$ cat config.mk
export PLATFORM = sky130hd
export DESIGN_NAME = gol_sequencer
export DESIGN_NICKNAME = d
export VERILOG_FILES = /design/src/rtl/gol_sequencer.sv
export SDC_FILE = /design/constraint.sdc
export NUM_CORES = 1
export LEC_CHECK = 0
export BUFFER_PORTS_ARGS = -buffer_cell sky130_fd_sc_hd__buf_4
export CORE_ASPECT_RATIO = 0.7
export CORE_MARGIN = 8
export CORE_UTILIZATION = 55
export DETAILED_ROUTE_END_ITERATION = 8
export GPL_ROUTABILITY_DRIVEN = 1
export PLACE_DENSITY_LB_ADDON = 0.12
export SYNTH_ARGS = -nofsm -noshare
export SYNTH_HDL_FRONTEND = slang
export SYNTH_SLANG_ARGS = --single-unit
$ cat constraint.sdc
create_clock -name clk -period 2.54 [get_ports clk]
set_input_delay 0.508 -clock clk [delete_from_list [all_inputs] [get_ports clk]]
set_output_delay 0.508 -clock clk [all_outputs]
set_load 0.1 [all_outputs]
$ cat src/rtl/gol_sequencer.sv
// Sequencer for the Game of Life engine and its double-buffered framebuffer.
// It seeds the grid from an LFSR, paces generations to display frames and swaps buffers only on frame start.
module gol_sequencer #(
    parameter int          WIDTH         = 480,
    parameter int          HEIGHT        = 272,
    parameter int          GEN_DIV       = 4,
    parameter logic [15:0] LFSR_INIT     = 16'hACE1,
    parameter bit          SEED_ON_RESET = 1'b1
) (
    input  logic        clk,
    input  logic        rst,
    input  logic        frame_start,
    input  logic        run,
    input  logic        step,
    input  logic        seed_req,
    output logic        gol_start,
    input  logic        gol_done,
    input  logic [16:0] gol_addr,
    input  logic        gol_dout,
    input  logic        gol_write,
    output logic [16:0] fb_addra,
    output logic        fb_din,
    output logic        fb_wrea,
    output logic        ab,
    output logic        busy,
    output logic [15:0] gen_count
);

    localparam logic [16:0] LAST_ADDR  = 17'(WIDTH * HEIGHT - 1);
    localparam logic [7:0]  LAST_FRAME = 8'(GEN_DIV - 1);

    typedef enum logic [1:0] {
        ST_SEED,
        ST_WAIT_GEN,
        ST_GEN,
        ST_SWAP_WAIT
    } state_t;

    state_t      state_q, state_d;
    logic        ab_q, ab_d;
    logic        gol_start_q, gol_start_d;
    logic [15:0] gen_count_q, gen_count_d;
    logic [7:0]  frame_cnt_q, frame_cnt_d;
    logic [16:0] seed_addr_q, seed_addr_d;
    logic [15:0] lfsr_q, lfsr_d;
    logic        seed_pend_q, seed_pend_d;
    logic        step_pend_q, step_pend_d;
    logic        lfsr_fb;

    always_ff @(posedge clk or posedge rst) begin
        if (rst) begin
            if (SEED_ON_RESET) begin
                state_q <= ST_SEED;
            end else begin
                state_q <= ST_WAIT_GEN;
            end
            ab_q        <= 1'b0;
            gol_start_q <= 1'b0;
            gen_count_q <= 16'd0;
            frame_cnt_q <= 8'd0;
            seed_addr_q <= 17'd0;
            lfsr_q      <= LFSR_INIT;
            seed_pend_q <= 1'b0;
            step_pend_q <= 1'b0;
        end else begin
            state_q     <= state_d;
            ab_q        <= ab_d;
            gol_start_q <= gol_start_d;
            gen_count_q <= gen_count_d;
            frame_cnt_q <= frame_cnt_d;
            seed_addr_q <= seed_addr_d;
            lfsr_q      <= lfsr_d;
            seed_pend_q <= seed_pend_d;
            step_pend_q <= step_pend_d;
        end
    end

    always_comb begin
        state_d     = state_q;
        ab_d        = ab_q;
        gol_start_d = 1'b0;
        gen_count_d = gen_count_q;
        frame_cnt_d = frame_cnt_q;
        seed_addr_d = seed_addr_q;
        lfsr_d      = lfsr_q;
        seed_pend_d = seed_pend_q;
        step_pend_d = step_pend_q;
        lfsr_fb     = lfsr_q[0] ^ lfsr_q[2] ^ lfsr_q[3] ^ lfsr_q[5];

        case (state_q)
            ST_SEED: begin
                lfsr_d = {lfsr_fb, lfsr_q[15:1]};
                if (seed_addr_q == LAST_ADDR) begin
                    seed_addr_d = 17'd0;
                    state_d     = ST_SWAP_WAIT;
                end else begin
                    seed_addr_d = seed_addr_q + 17'd1;
                end
            end
            ST_WAIT_GEN: begin
                // A reseed wins over launching a generation in the same cycle.
                if (seed_pend_q || seed_req) begin
                    seed_pend_d = 1'b0;
                    state_d     = ST_SEED;
                end else if (run) begin
                    if (frame_start) begin
                        if (frame_cnt_q == LAST_FRAME) begin
                            frame_cnt_d = 8'd0;
                            gol_start_d = 1'b1;
                            state_d     = ST_GEN;
                        end else begin
                            frame_cnt_d = frame_cnt_q + 8'd1;
                        end
                    end
                end else begin
                    frame_cnt_d = 8'd0;
                    if (step || step_pend_q) begin
                        step_pend_d = 1'b0;
                        gol_start_d = 1'b1;
                        state_d     = ST_GEN;
                    end
                end
            end
            ST_GEN: begin
                if (gol_done) begin
                    gen_count_d = gen_count_q + 16'd1;
                    state_d     = ST_SWAP_WAIT;
                end
            end
            ST_SWAP_WAIT: begin
                // Entered after the done cycle, so a coincident frame_start never swaps early.
                if (frame_start) begin
                    ab_d    = ~ab_q;
                    state_d = ST_WAIT_GEN;
                end
            end
            default: begin
                state_d = ST_WAIT_GEN;
            end
        endcase

        if (state_q == ST_GEN || state_q == ST_SWAP_WAIT) begin
            if (seed_req) begin
                seed_pend_d = 1'b1;
            end
            if (step && !run) begin
                step_pend_d = 1'b1;
            end
        end
    end

    always_comb begin
        if (state_q == ST_SEED) begin
            fb_addra = seed_addr_q;
            fb_din   = lfsr_q[0] & lfsr_q[1];
            fb_wrea  = 1'b1;
        end else begin
            fb_addra = gol_addr;
            fb_din   = gol_dout;
            fb_wrea  = gol_write;
        end
    end

    assign gol_start = gol_start_q;
    assign ab        = ab_q;
    assign busy      = (state_q == ST_SEED) || (state_q == ST_GEN);
    assign gen_count = gen_count_q;

endmodule
# [Yosys cells after proc, flatten, opt, wreduce, memory -nomap -nowiden]
# Index checks and enable logic that the tools add are counted.
[word_totals] reg_bits=63 latch_bits=0 ramBits=0 mem_bits_ro=0 inputBits=26 output_inout_bits=38 elab_cells=73 memories=0
[classes] add_sub_neg=3 mul=0 div=0 magnitude_cmp=0 eq_ne=12 shifts=0 muxes=32 bitwise=6 reduce_logical=11
[op_table] cell="$mux 17" count=2
[op_table] cell="$mux 8" count=3
[op_table] cell="$mux 1" count=18
[op_table] cell="$add 17x1->17 const B" count=1
[op_table] cell="$eq 17x17->1 const B" count=1
[op_table] cell="$add 16x1->16 const B" count=1
[op_table] cell="$mux 2" count=8
[op_table] cell="$ne 4x4->1 const B" count=3
[op_table] cell="$add 8x1->8 const B" count=1
[op_table] cell="$eq 8x2->1 const B" count=1
[op_table] cell="$ne 2x2->1 const B" count=4
[op_table] cell="$pmux 2 s4" count=1
[op_table] cell="$reduce_and 6->1" count=1
[op_table] cell="$eq 2x2->1 const B" count=2
[op_table] cell="$logic_or 1x1->1" count=4
[op_table] cell="$reduce_and 2->1" count=2
[op_table] cell="$reduce_and 3->1" count=1
[op_table] cell="$xor 1x1->1" count=3
[op_table] cell="$eq 2x1->1 const B" count=1
[op_table] cell="$logic_not 2->1" count=1
[op_table] cell="$not 1->1" count=2
[op_table] cell="$and 1x1->1" count=1
[op_table] cell="$logic_and 1x1->1" count=1
[op_table] cell="$logic_not 1->1" count=1

# [Depth between registers and ports, before layout]
# Gate-level depths: netlist of the first run.
[logic_depth] depth_word=7 depth_mapped=6 depth_no_buf=5

# [Least setup slack after synthesis of the first run]
# Ideal clock, no wire load.
[synth_timing] kind="reg2out" start="register state_q[0]" end="output port fb_addra[10]" t_arrival_ns=3.242 t_required_ns=2.032 slack_ns=-1.210 path_stages_with_launch=6 path_buffers=3 path_cell_list="dfrtp_1 -> clkbuf_1 -> or2_2 -> clkbuf_1 -> clkbuf_1 -> o21ai_0"
[synth_via] elab_chain_cells=2
[synth_rtl] element="start, declared" line="39" source="state_t state_q, state_d;"
[synth_rtl] element="start signal, assigned" line="66" source="state_q <= state_d;"
[synth_rtl] element="$logic_not 2->1" line="153" source="if (state_q == ST_SEED) begin"
[synth_rtl] element="$mux 17" line="153"
[synth_rtl] element="end, declared" line="21" source="output logic [16:0] fb_addra,"
# Every way passes these cells.

# [Worst setup path after layout of the first run]
[layout_timing] start="register state_q[0]" end="output port fb_addra[8]"
# Same word-level chain as after synthesis.

==> impl_metrics.json, run 1 <==
{
  "cts_buffer_depth": 2,
  "grt_pass1_vias": 2582,
  "numPortBuffers": 63,
  "number_of_antenna_violations_at_the_first_check_in_global_routing": 0,
  "cts_tree": "done",
  "path_class": "reg -> out",
  "worstPathArrival_ps": 1850,
  "worstMarginPinSlew_ps": 783.8,
  "number_of_placement_rows": 23,
  "pin_count": 64,
  "crit_path_top_delay_cell": "dfrtp_1",
  "synth_xor_xnor_area_share_pct": 8.914,
  "drtAntennaViolNets": 0,
  "multiInputGateArea_um2": 1486,
  "switching_share_pct": 19.85,
  "finalSetupViolations": 0,
  "dr.pass1.iters": 4,
  "yosysTopAreaCell": "dfrtp_1",
  "crit_path_max_fanout": 17,
  "mappedNetlistArea_um2": 3144,
  "power.share.combinational_pct": 3.1,
  "power.density_nw_per_um2": 510.5,
  "hold_class": "in -> async",
  "p_seq_share_pct": 49.9,
  "leakagePower_uw": 0.001912,
  "yosys.area_share.simple_pct": 30.40,
  "total_of_fill_cells_in_the_finished_design": 443,
  "grt_first_pass_wirelength_mm": 11.87,
  "ff_latch_count_synth": 63,
  "design.final.nets": 450,
  "skew_ps": 3.918,
  "timing.slew.headroom_pct": 47.01,
  "synthesized_nets": 383,
  "synth-edff-count": 0,
  "final-seq-area_um2": 1587,
  "result_of_the_run": "completed",
  "min_period_ps": 2354,
  "clock_insertion_delay_worst_skew_ps": 330,
  "cell_types_with_the_largest_area_share_after_synthesis": "dfrtp_1 (44%), nand2_1 (14%), xnor2_1 (7.2%)",
  "combinational_family_with_the_most_area_after_synthesis": "simple AND/OR/NAND/NOR gates",
  "fin_crit_share_pct": 92.66,
  "route.final.wire_length_mm": 7.007,
  "net-switching-power_uw": 399.1,
  "standard_cell_core_area_um2": 5612,
  "slew_violations": 0,
  "starting_density_of_the_core_pct": 56.03,
  "max-vdd-ir-drop_mv": 0.5789,
  "worst-r2r-cell-count": 4,
  "area_growth_pct": 25.27,
  "hpwl_mm": 4.928,
  "synthesis.area_per_instance_um2": 8.882,
  "yosysWarningCount": 0,
  "max-cap-violations": 0,
  "yosys.area_share.adder_pct": 1.194,
  "instances_no_fill": 501,
  "cp.required_ps": 2030,
  "clock_sinks": 63,
  "die-width_um": 106.4,
  "hold_slack_ps": 265.7,
  "fmax_mhz": 424.9,
  "number_of_buffers_added_by_the_clock_tree_synthesis_step": 9,
  "ys_async_sr_fraction_pct": 100.0,
  "drt_drc_violations_left": 0,
  "antenna_cells": 0,
  "critical_path.cell_chain": "nor2_2, buf_4, nand2_1, nand2_1, buf_4",
  "crit_path_start_kind": "flop",
  "cts-root-buf": "clkbuf_8",
  "design_area_um2": 3939,
  "final-hold-violation-count": 0,
  "synth_flop_cell": "dfrtp_1",
  "portion_of_synthesized_cell_area_occupied_by_the_leading_cell_type_pct": 43.77,
  "unrepaired_setup_endpoints_after_global_routing": "false",
  "crit_buf_inv": 2,
  "die-area_um2": 8431,
  "global_placer_s_final_weighted_congestion": 0.7941,
  "timing.critical_path.max_delay_family": "buffers and inverters",
  "drive_gt1_share_pct": 23.94,
  "count_of_cell_instances_traversed_by_the_critical_path": 5,
  "clk_pin_slew_worst_paths_ps": 70,
  "drt-vias-per-instance": 5.222,
  "synth-seq-area-share_pct": 50.46,
  "wl_per_cell_um": 13.99,
  "power.clock.fraction_pct": 47.0,
  "detailedRoute.firstIterationViolations": 128,
  "synth_compound_gate_area_share_pct": 5.253,
  "syn_inst": 354,
  "synth.area.mux_share_pct": 1.353,
  "cp_slowest_stage_delay_ps": 510,
  "place.detailed.instances": 485,
  "grt_overflow_total": 0,
  "maximum_number_of_pins_on_one_net_before_global_route_repair": 34,
  "groute.usage.overall_pct": 17.15,
  "power.internal_uw": 1612,
  "placedInstanceArea_um2": 3721,
  "end_kind": "output pin",
  "library_cells_used_by_synthesis": 40,
  "chipHeight_um": 79.26,
  "detailroute.via_count": 2616,
  "htreeDepth": 3
}
==> metal layers <==
layer  track usage [%]  vias to the layer above  wire, µm
met2             28.08                       81      3149
met5                 0                        -         0
met1             21.15                     1206      3311
li1                  -                     1327         -
met4             4.755                        0        22
met3             5.982                        2       524
==> cell usage in the layout (no fill, tap or decap), drive strengths merged, types with 6 or more instances in the layout <==
cell,Yosys,layout
nand2,115,115
a21oi,8,8
clkbuf,12,12
nor2,20,20
o21ai,11,11
buf,1,69
nor3,6,6
nand4,11,11
xor2,6,6
dfstp,8,8
nor4,6,6
inv,7,7
nand3,14,14
dfrtp,55,55
xnor2,26,26
==> state kept, by name (all words and copies together), names as in the netlist <==
register,cells
seed_pend_q,1
ab,1
lfsr_q,16
gol_start,1
seed_addr_q,17
frame_cnt_q,8
step_pend_q,1
state_q,2
gen_count,16
==> synth_stat cells, types with 7 or more instances <==
cell,count
inv_1,7
clkbuf_1,12
nor2_1,20
nand4_1,11
dfrtp_1,55
nand2_1,115
a21oi_1,8
o21ai_0,11
nand3_1,14
dfstp_2,8
xnor2_1,26
==> power groups by stage <==
stage | registers [µW] | clock network, µW | logic, µW
2_1_floorplan | 1020 | 0 | 21.0
3_3_place_gp | 1020 | 0 | 62.3
3_5_place_dp | 1020 | 0 | 63.1
4_1_cts | 1000 | 959 | 63.2
5_1_grt | 1000 | 1010 | 69.2
6_report | 1000 | 946 | 61.3
==> path summary, 6_finish.rpt <==
check | from | slack [ps] | end
worst max-delay path | state_q[0] | 190 | fb_addra[8]
worst min-delay path | rst | 270 | gen_count[14]
worst max register to register | state_q[0] | 370 | frame_cnt_q[6]
worst min register to register | lfsr_q[6] | 450 | lfsr_q[5]
max in group asynchronous | rst | 1610 | lfsr_q[5]
min in group clk | step | 430 | step_pend_q
==> per-stage QoR <==
stage	total power [µW]	util [%]	setup slack, ps	setup TNS, ps
3_5_place_dp	1085	66.31	302.7	0
2_1_floorplan	1043	-	-457.3	-914.6
3_3_place_gp	1084	66.31	349.5	0
4_1_cts	2026	70.14	61.99	0
6_report	2011	70.19	186.4	0
5_1_grt	2083	70.19	48.16	0
==> worst reg2reg max path, delay by kind of cell (launching register included) <==
kind               cells  cell delay [ps]
AOI/OAI and AO/OA      1              140
and+or+nand+nor        3             1410
DFF                    1              560
==> cells by family (layout without fill, tap and decap cells) <==
family	after synthesis	after routing
compound gates	28	28
xor+xnor	32	32
fa+ha+maj	3	3
buf+inv	20	92
flops	63	63
mux	4	4
simple gates	204	204
==> final cells by class <==
cell class,instances,share of cell area [%]
clock buffers,12,3.685
multi-input cells,271,37.74
clock inverters,4,1.779
well taps,75,2.382
repair buffers,69,13.47
flip-flops and latches,63,40.28
inverters,7,0.6671
==> what timing repair did <==
item                                    in CTS  in global routing
endpoints found under the setup margin       0                 18
hold buffers                                 0                  0
buffers inserted                             0                  0
gates resized for setup                      0                  1
No activity file was read; power rests on OpenSTA's default activity.
==> inputs of run 2 (changes only) <==
--- a/config.mk
+++ b/config.mk
@@ -8,7 +8,7 @@
 export BUFFER_PORTS_ARGS = -buffer_cell sky130_fd_sc_hd__buf_4
 export CORE_ASPECT_RATIO = 0.7
 export CORE_MARGIN = 8
-export CORE_UTILIZATION = 55
+export CORE_UTILIZATION = 30
 export DETAILED_ROUTE_END_ITERATION = 8
 export GPL_ROUTABILITY_DRIVEN = 1
 export PLACE_DENSITY_LB_ADDON = 0.12
==> run 2 against run 1 <==
Against the previous run:
- combinational power is 3% higher
- worst setup slack improved by 65 ps
- cell area rose by 3.4%
- power grew 7.1%
- via count is 1.3% lower
- global-route usage is 6.2 points lower
- register-to-register slack improved by 20 ps
- maximum frequency grew 2.8%
- critical path depth decreased by 1
- sequential cell count stayed put
- first-iteration DRC count is 12% lower
- core utilization fell by 31 points
- critical path type unchanged
==> impl_metrics.json, run 2 (synthesis results as in run 1) <==
{
  "result_of_the_run": "completed",
  "crit_path_max_fanout": 35,
  "pin_count": 64,
  "number_of_placement_rows": 31,
  "standard_cell_core_area_um2": 10280,
  "crit_path_start_kind": "flop",
  "timing.critical_path.max_delay_family": "simple AND/OR/NAND/NOR gates",
  "fmax_mhz": 436.9,
  "post-layout-total-power_uw": 2154,
  "number_of_antenna_violations_at_the_first_check_in_global_routing": 0,
  "design.final.nets": 452,
  "drt_drc_violations_left": 0,
  "starting_density_of_the_core_pct": 30.59,
  "multiInputGateArea_um2": 1486,
  "area_growth_pct": 29.53,
  "rr_startpoint": "state_q[0]",
  "min_period_ps": 2289,
  "groute.usage.overall_pct": 10.96,
  "grt_pass1_vias": 2586,
  "cts-root-buf": "clkbuf_16",
  "final-seq-area_um2": 1587,
  "hpwl_mm": 5.201,
  "placedInstanceArea_um2": 3807,
  "clk_pin_slew_worst_paths_ps": 50,
  "detailroute.via_count": 2581,
  "final_common_cell": "nand2_1",
  "design_area_um2": 4073,
  "dr.pass1.iters": 4,
  "mostFrequentLayoutCells": "nand2_1 (115), buf_4 (70), dfrtp_1 (55)",
  "critical_path.cell_chain": "or2_4, nand2_1, nand2_1, buf_4",
  "worstMarginPinSlew_ps": 637.2,
  "crit_buf_inv": 1,
  "cts_tree": "done",
  "final-hold-violation-count": 0,
  "setup.worst_path.end": "fb_addra[3]",
  "drtAntennaViolNets": 0,
  "chipHeight_um": 101.7,
  "detailedRoute.firstIterationViolations": 113,
  "global_placer_s_final_weighted_congestion": 0.7674,
  "cts_buffer_depth": 2,
  "critical_path.most_common_cell": "nand2_1",
  "clock_insertion_delay_worst_skew_ps": 320,
  "route.final.wire_length_mm": 7.266,
  "drt-vias-per-instance": 4.609,
  "worst-r2r-cell-count": 4,
  "cts.hold.buffers_added": 0,
  "drive_gt1_share_pct": 23.60,
  "slew_violations": 0,
  "post_cts_setup_buffer_count": 0,
  "largest_register_by_flop_count": "seed_addr_q",
  "unrepaired_setup_endpoints_after_global_routing": "false",
  "cp.required_ps": 2030,
  "leakagePower_uw": 0.001940,
  "wl_per_cell_um": 12.98,
  "count_of_cell_instances_traversed_by_the_critical_path": 4,
  "number_of_buffers_added_by_the_clock_tree_synthesis_step": 9,
  "critical_path.reg2reg.endpoint": "frame_cnt_q[7]",
  "crit_path_top_delay_cell": "dfrtp_1",
  "finalSetupViolations": 0,
  "timing.reg2reg.setup_slack_ps": 390,
  "maximum_number_of_pins_on_one_net_before_global_route_repair": 64,
  "htreeDepth": 3,
  "max-cap-violations": 0,
  "fin_crit_share_pct": 90.12,
  "worstPathArrival_ps": 1780,
  "timing.slew.headroom_pct": 57.13,
  "grt_first_pass_wirelength_mm": 12.61,
  "skew_ps": 7.601,
  "cp_slowest_stage_delay_ps": 530,
  "post_cts_resize_count": 1,
  "numPortBuffers": 63,
  "hold_class": "in -> async",
  "max-vdd-ir-drop_mv": 0.3300,
  "end_kind": "output pin",
  "total_of_fill_cells_in_the_finished_design": 1065,
  "path_class": "reg -> out",
  "power.density_nw_per_um2": 528.9,
  "die-area_um2": 14070,
  "clock_sinks": 63,
  "grt_overflow_total": 0,
  "die-width_um": 138.4,
  "worst_setup_path_startpoint": "state_q[0]",
  "antenna_cells": 0,
  "largest_register_ffs": 17
}
## run 2: cell count changes in the layout (fill, tap and decap cells not counted), sizes merged
cell,before,now
clkinv,2,1
buf,69,71
clkbuf,12,15
bufinv,2,0
## run 2: through the flow
step / instances / setup slack [ps] / setup TNS (ps) / util, % / hold WS [ps]
after floorplan: 354 / -457.3 / -914.6 / - / 434.6
after global placement: 544 / 320.8 / 0 / 37.04 / 442.5
after detailed placement: 544 / 269.3 / 0 / 37.04 / 442.5
after CTS: 560 / 195.3 / 0 / 39.62 / 270.5
after global routing: 560 / 86.63 / 0 / 39.62 / 281.6
final: 560 / 251.1 / 0 / 39.62 / 260.4
## run 2: routing by layer
layer  up-vias  global-route usage (%)  share of wire (%)  wire length [µm]
met2        51                   15.78                 42              3072
met5         -                       0                  0                 0
li1       1332                       -                  -                 -
met4         0                   3.744                1.0                74
met3         4                   4.731                6.3               460
met1      1194                   14.37                 50              3658
## run 2: worst register-to-register path, cell delays in order, from the launching register on
cell	delay (ps)
dfrtp_1	530
or4b_1	610
or3_4	450
or3_1	340
a21oi_1	150
## run 2: power by group
part	switching [µW]	internal, µW
combinational	31.8	31.1
clock	399	686
sequential	0.0000000964	1010
total	431	1720
## run 2: layout make-up
class                      instances  area share [%]
clock buffer                      15           6.329
clock inverter                     1          0.1229
inverter                           7          0.6452
multi-input combinational        271           36.50
sequential                        63           38.96
tap                              132           4.055
timing repair buffer              71           13.39
## run 2: worst min-delay path by stage
stage                    to  cells after the start  startpoint
2_1_floorplan    lfsr_q[10]                      2  lfsr_q[11]
3_3_place_gp      lfsr_q[6]                      2   lfsr_q[7]
3_5_place_dp      lfsr_q[6]                      2   lfsr_q[7]
4_1_cts                  ab                      3         rst
5_1_grt        gen_count[7]                      3         rst
6_report       gen_count[7]                      3         rst
